File: config.mk
export PLATFORM = sky130hd
export DESIGN_NAME = wb_spi_ctrl_flat
export DESIGN_NICKNAME = d
export VERILOG_FILES = /design/src/rtl/wb_spi_ctrl_if.sv /design/src/rtl/wb_spi_ctrl.sv /design/src/flat_wrapper.sv
export SDC_FILE = /design/constraint.sdc
export NUM_CORES = 1
export LEC_CHECK = 0
export CORE_MARGIN = 8
export CORE_UTILIZATION = 53
export CTS_CLUSTER_DIAMETER = 120
export CTS_CLUSTER_SIZE = 16
export DETAILED_ROUTE_END_ITERATION = 8
export PLACE_DENSITY = 0.86
export SLEW_MARGIN = 20
export SYNTH_ARGS = -nofsm -noshare
export SYNTH_HDL_FRONTEND = slang
export SYNTH_SLANG_ARGS = --single-unit
File: constraint.sdc
create_clock -name clk -period 6 [get_ports clk]
set_input_delay 0.6 -clock clk [delete_from_list [all_inputs] [get_ports clk]]
set_output_delay 0.6 -clock clk [all_outputs]
set_load 0.005 [all_outputs]
File: src/rtl/wb_spi_ctrl_if.sv
// WishBone classic bus bundle between a bus master and the wb_spi_ctrl slave.
// Signal names follow the WishBone datasheet convention used by the rest of the bus fabric.
interface wb_spi_ctrl_if;
  logic [8:0]  ADR_I;
  logic [31:0] DAT_I;
  logic [31:0] DAT_O;
  logic        WE_I;
  logic        STB_I;
  logic        CYC_I;
  logic        ACK_O;

  modport master (
    output ADR_I, DAT_I, WE_I, STB_I, CYC_I,
    input  DAT_O, ACK_O
  );

  modport slave (
    input  ADR_I, DAT_I, WE_I, STB_I, CYC_I,
    output DAT_O, ACK_O
  );
endinterface

File: src/rtl/wb_spi_ctrl.sv
// WishBone slave that loads a command word, hands it to SPI_MASTER and waits for its ack,
// with sticky status, an interrupt, and a read window onto port A of the SPI result buffer.
module wb_spi_ctrl #(
  parameter logic [15:0] TIMEOUT    = 16'hFFFF,
  parameter int unsigned GAP_CYCLES = 2
) (
  input  logic               clk,
  input  logic               rst,
  wb_spi_ctrl_if.slave       wb,
  output logic               irq,
  output logic [31:0]        cmd_out,
  input  logic               spi_ack,
  output logic [7:0]         buf_addra,
  input  logic [31:0]        buf_douta
);

  typedef enum logic [1:0] {IDLE, ISSUE, WAIT, GAP} state_t;

  localparam logic [15:0] TO_LAST  = TIMEOUT - 16'd1;
  localparam logic [3:0]  GAP_LAST = 4'(GAP_CYCLES - 1);

  state_t      state_q, state_d;
  logic [31:0] cmd_q;
  logic [31:0] cmd_out_q;
  logic [15:0] to_cnt_q;
  logic [3:0]  gap_cnt_q;
  logic [7:0]  count_q;
  logic        done_q, tmo_q, ovr_q, irq_en_q;
  logic        ack_q, buf_pend_q;
  logic [31:0] dat_q;
  logic [7:0]  addr_q;
  logic [31:0] reg_rdata;

  logic req, accept, reg_wr, cmd_wr, ctrl_wr, start_wr, clr_wr, busy;
  logic ack_evt, tmo_evt, ovr_evt;

  // A request stays on the bus through its ACK cycle, so it is only taken when nothing is in flight.
  assign req      = wb.STB_I & wb.CYC_I;
  assign accept   = req & ~ack_q & ~buf_pend_q;
  assign reg_wr   = accept & ~wb.ADR_I[8] & wb.WE_I;
  assign cmd_wr   = reg_wr & (wb.ADR_I[1:0] == 2'd0);
  assign ctrl_wr  = reg_wr & (wb.ADR_I[1:0] == 2'd2);
  assign start_wr = ctrl_wr & wb.DAT_I[0];
  assign clr_wr   = ctrl_wr & wb.DAT_I[1];
  assign busy     = (state_q != IDLE);

  assign ack_evt = (state_q == WAIT) & spi_ack;
  assign tmo_evt = (state_q == WAIT) & ~spi_ack & (to_cnt_q == TO_LAST);
  assign ovr_evt = start_wr & busy;

  assign irq        = irq_en_q & (done_q | tmo_q | ovr_q);
  assign cmd_out    = cmd_out_q;
  assign buf_addra  = req ? wb.ADR_I[7:0] : addr_q;
  assign wb.ACK_O   = ack_q;
  assign wb.DAT_O   = dat_q;

  // NOTE: every signal written in always_comb gets a default first, so no path leaves it
  // unassigned and no latch is inferred.
  always_comb begin
    state_d = state_q;
    case (state_q)
      IDLE:    if (start_wr && cmd_q[31:29] != 3'b000) state_d = ISSUE;
      ISSUE:   state_d = WAIT;
      WAIT:    if (ack_evt || tmo_evt) state_d = GAP;
      GAP:     if (gap_cnt_q == GAP_LAST) state_d = IDLE;
      default: state_d = IDLE;
    endcase
  end

  always_comb begin
    reg_rdata = '0;
    case (wb.ADR_I[1:0])
      2'd0:    reg_rdata = cmd_q;
      2'd1:    reg_rdata = {15'd0, irq_en_q, count_q, 4'd0, ovr_q, tmo_q, done_q, busy};
      default: reg_rdata = '0;
    endcase
  end

  // NOTE: state registers use non-blocking assignments so every flop samples pre-edge values,
  // independent of statement order inside the block.
  always_ff @(posedge clk) begin
    if (rst) begin
      state_q   <= IDLE;
      cmd_q     <= '0;
      cmd_out_q <= '0;
      to_cnt_q  <= '0;
      gap_cnt_q <= '0;
      count_q   <= '0;
      done_q    <= 1'b0;
      tmo_q     <= 1'b0;
      ovr_q     <= 1'b0;
      irq_en_q  <= 1'b0;
      ack_q     <= 1'b0;
      buf_pend_q <= 1'b0;
      dat_q     <= '0;
      addr_q    <= '0;
    end else begin
      state_q <= state_d;

      case (state_q)
        ISSUE: begin
          cmd_out_q <= cmd_q;
          to_cnt_q  <= '0;
        end
        WAIT: begin
          to_cnt_q <= to_cnt_q + 16'd1;
          if (ack_evt || tmo_evt) begin
            cmd_out_q <= '0;
            gap_cnt_q <= '0;
          end
        end
        GAP:     gap_cnt_q <= gap_cnt_q + 4'd1;
        default: cmd_out_q <= '0;
      endcase

      // Set events take priority over a same-cycle clear.
      done_q <= ack_evt | (done_q & ~clr_wr);
      tmo_q  <= tmo_evt | (tmo_q  & ~clr_wr);
      ovr_q  <= ovr_evt | (ovr_q  & ~clr_wr);
      if (ack_evt) count_q <= count_q + 8'd1;

      if (cmd_wr && !busy) cmd_q <= wb.DAT_I;
      if (ctrl_wr) irq_en_q <= wb.DAT_I[2];

      if (req) addr_q <= wb.ADR_I[7:0];

      // Buffer reads take one extra cycle for the RAM's registered output.
      ack_q      <= 1'b0;
      buf_pend_q <= 1'b0;
      if (buf_pend_q) begin
        ack_q <= 1'b1;
        dat_q <= buf_douta;
      end else if (accept) begin
        if (wb.ADR_I[8]) begin
          buf_pend_q <= 1'b1;
        end else begin
          ack_q <= 1'b1;
          if (!wb.WE_I) dat_q <= reg_rdata;
        end
      end
    end
  end

endmodule

File: src/flat_wrapper.sv
// flat-port wrapper written by rule: the top's interface ports become plain ports
module wb_spi_ctrl_flat 
#(
  parameter logic [15:0] TIMEOUT    = 16'hFFFF,
  parameter int unsigned GAP_CYCLES = 2
)
  (clk, rst, irq, cmd_out, spi_ack, buf_addra, buf_douta, wb_ADR_I, wb_DAT_I, wb_WE_I, wb_STB_I, wb_CYC_I, wb_DAT_O, wb_ACK_O);
  wb_spi_ctrl_if wb_i ();
  input  logic clk;
  input  logic rst;
  output logic irq;
  output logic [31:0] cmd_out;
  input  logic spi_ack;
  output logic [7:0] buf_addra;
  input  logic [31:0] buf_douta;
  input wire logic [$bits(wb_i.ADR_I)-1:0] wb_ADR_I;
  input wire logic [$bits(wb_i.DAT_I)-1:0] wb_DAT_I;
  input wire logic [$bits(wb_i.WE_I)-1:0] wb_WE_I;
  input wire logic [$bits(wb_i.STB_I)-1:0] wb_STB_I;
  input wire logic [$bits(wb_i.CYC_I)-1:0] wb_CYC_I;
  output wire logic [$bits(wb_i.DAT_O)-1:0] wb_DAT_O;
  output wire logic [$bits(wb_i.ACK_O)-1:0] wb_ACK_O;
  assign wb_i.ADR_I = wb_ADR_I;
  assign wb_i.DAT_I = wb_DAT_I;
  assign wb_i.WE_I = wb_WE_I;
  assign wb_i.STB_I = wb_STB_I;
  assign wb_i.CYC_I = wb_CYC_I;
  assign wb_DAT_O = wb_i.DAT_O;
  assign wb_ACK_O = wb_i.ACK_O;
  wb_spi_ctrl #(.TIMEOUT(TIMEOUT), .GAP_CYCLES(GAP_CYCLES)) u_core (.clk(clk), .rst(rst), .wb(wb_i), .irq(irq), .cmd_out(cmd_out), .spi_ack(spi_ack), .buf_addra(buf_addra), .buf_douta(buf_douta));
endmodule
==> flow_summary_export.csv <==
group,metric,value,unit
synthesis,synth_edf_count,0,
power_and_ir_drop,ir_drop,177,µV
clock_network,ctsResizeCount,0,
global_routing,gr-total-overflow,0,
drt,wl_per_cell,18.1,µm
timing,setup_viol,0,
final_layout,drive_gt1_frac,0.0696,
critical_path,worstPathMaxFanout,9,
drt,routed_wl,17.6,mm
global_routing,track_usage,0.230,
drt,drt-initial-drc-count,520,
clock_network,clk_pin_slew,0.06,ns
floorplanning,die_w,122,µm
final_layout,nets,909,
timing,max_slew_margin,0.321,
clock_network,cts_buffers,17,
synthesis,syn-num-nets,781,
floorplanning,start_util,0.547,
global_routing,grt_first_pass_wirelength,27.8,mm
critical_path,arrival,2.26,ns
synthesis,synth_cell_type_count,44,
timing,hold_viol,0,
floorplanning,dieArea,0.0149,mm²
final_layout,antenna_cells,0,
placed_design,finalWeightedCongestion,0.867,
synthesis,yosysTopAreaCellShare,0.470,
drt,postRouteAntennaNets,0,
critical_path,critical_path_class,"in2out",
timing,grt_setup_unrepaired,"false",
critical_path,slowest_stage,"clkdlybuf4s50_1",
critical_path,startpoint_type,"input port",
synthesis,yosys_warnings,0,
timing,fin_crit,2.86,ns
drt,viasPerCell,5.72,
synthesis,async_flop_share,0,
global_routing,grt_pass1_vias,5601,
clock_network,clock-root-buffer,"clkbuf_8",
power_and_ir_drop,p_leak,2.95,nW
run_status,status,"complete, no violations",
timing,slew_viol_final,0,
floorplanning,die_h,122,µm
floorplanning,rows,38,
run,cap_violations,0,
synthesis,synth-seq-area-share,0.470,
synthesis,synth_area_leaders,"dfxtp_1 47%, nand2_1 8.5%, mux2i_1 7.6%",
critical_path,endpoint_kind,"primary output",
timing,hold-worst-slack,0.460,ns
floorplanning,coreArea,0.0109,mm²
placed_design,numPortBuffers,152,
critical_path,slowest_delay,0.48,ns
clock_network,htreeDepth,4,
global_routing,antenna_found_initial,0,
synthesis,syn_area_per_cell,8.60,µm²
synthesis,synth_area_leader_cell,"dfxtp_1",
clock_network,cts_setup_buffers,0,
timing,worstMarginPinSlew,1.02,ns
critical_path,cp.required,5.40,ns
clock_network,cts-hold-fix-buffers,0,
timing,fin_tns_setup,0,ns
timing,finalCritPeriodShare,0.477,
clock_network,insertion_delay,0.53,ns
clock_network,clock_sinks,140,
final_layout,synthToLayoutAreaGrowth,35.1,%
placed_design,hpwl,11.8,mm
clock_network,cts_tree,"built",
drt,vias,5566,
synthesis,ys_ff_latch,140,
drt,drc_errors,0,
synthesis,syn_inst,693,
synthesis,synth_ff_type,"dfxtp_1",
clock_network,clk_path_buf_depth,2,
floorplanning,num_io_pins,153,
global_routing,grt_max_degree,87,
synthesis,syn-cell-area,0.00596,mm²
timing,max_freq,349,MHz
power_and_ir_drop,cellPowerDensity,261,mW/mm²
critical_path,path_common_cell,"clkdlybuf4s50_1",
hold_path,hp-class,"reg2reg",
drt,firstDrtPassIters,5,
timing,fin_skew,0.0106,ns
critical_path,crit_chain,"clkdlybuf4s50_1, nand2_1, mux2_2, clkdlybuf4s50_1",
synth_stat cells (2+ instances only):
cell type,instances
nand4_1,9
mux2_2,8
xor2_1,9
inv_1,13
a21oi_1,75
nor4_1,7
nand2_1,135
a21o_1,3
and2_1,9
mux2i_1,45
dfxtp_1,140
or3_1,5
ha_1,9
a22oi_1,20
o32ai_1,2
a211oi_1,14
clkbuf_1,42
o31a_1,2
nor2_1,53
nor3_1,6
xnor2_1,9
a31oi_1,3
nand2b_1,3
buf_12,3
and3_1,2
o21ai_0,4
nand3_1,43
buf_1,3
nor4bb_1,2
layout by cell type, fill, tap and decap left out, types with 4 or more instances in the layout:
master,count
clkdlybuf4s50_1,151
nand2_1,135
nor2_1,53
inv_6,4
buf_4,6
nand4_1,9
a22oi_1,20
mux2_2,8
mux2i_1,45
clkbuf_8,4
xnor2_1,9
inv_1,12
nor3_1,6
ha_1,8
nor4_1,6
a211oi_1,14
o21ai_0,4
xor2_1,9
and2_1,9
nand3_1,43
clkbuf_16,16
a21oi_1,75
or3_1,5
dfxtp_1,140
flip-flops by register name, indices dropped and copies added (netlist names), 2 cells and up:
name,flops
u_core.cmd_out,32
u_core.cmd_q,32
u_core.wb.DAT_O,32
u_core.to_cnt_q,16
u_core.addr_q,8
u_core.count_q,8
u_core.gap_cnt_q,4
u_core.state_q,2
layout make-up:
type                       count  area [µm²]
fill                         776        2830
timing repair buffer         159        1570
inverter                      13        50.0
multi-input combinational    490        2890
clock inverter                11         109
clock buffer                  20         455
sequential                   140        2800
tap                          140         175
per-layer routing:
layer  routed length, µm  share of wire  GRT usage  vias up
met2                8630           0.49      0.390      230
li1                    -              -          -     2650
met3                1370          0.078     0.0727       45
met4                 561          0.032      0.107        0
met1                7010           0.40      0.258     2641
met5                   0              0          0        -
per-stage QoR:
stage	worst slack [ns]	instance area, µm²	cells	utilization	total power, mW
2_1_floorplan	3.93	5960	693	-	1.02
3_3_place_gp	2.97	7470	941	0.686	1.11
3_5_place_dp	2.81	7470	941	0.686	1.11
4_1_cts	3.15	8030	972	0.738	2.10
5_1_grt	3.09	8050	973	0.740	2.16
6_report	3.14	8050	973	0.740	2.10
power by group:
group,switching (mW),total (mW),internal (mW)
logic,0.0639,0.147,0.0826
registers,0.00677,0.948,0.942
clock network,0.418,1.00,0.586
kinds of logic after synthesis:
logic type      count (synthesis)  share of synthesized area
compound gates                128                      0.131
xor+xnor                       18                     0.0264
fa+ha+maj                       9                     0.0189
buf+inv                        63                     0.0493
flops                         140                      0.470
mux                            53                     0.0907
simple gates                  282                      0.214
worst max-delay path: cells and delay by family:
kind          cells  cell delay (ns)
buf+inv           2             0.93
mux               1             0.40
simple gates      1             0.33
path summary, 6_finish.rpt:
| path | startpoint | end | slack (ns) | depth (start not counted) |
|---|---|---|---|---|
| max | wb_STB_I | buf_addra[3] | 3.14 | 4 |
| min | u_core.cmd_out[0]$_SDFFE_PP0P_ | u_core.cmd_out[0]$_SDFFE_PP0P_ | 0.46 | 2 |
| max reg2reg | u_core.buf_pend_q$_SDFF_PP0_ | u_core.cmd_q[23]$_SDFFE_PP0P_ | 3.41 | 5 |
| min reg2reg | u_core.cmd_out[0]$_SDFFE_PP0P_ | u_core.cmd_out[0]$_SDFFE_PP0P_ | 0.46 | 2 |
Note: power is estimated with default switching activity, not from simulation.
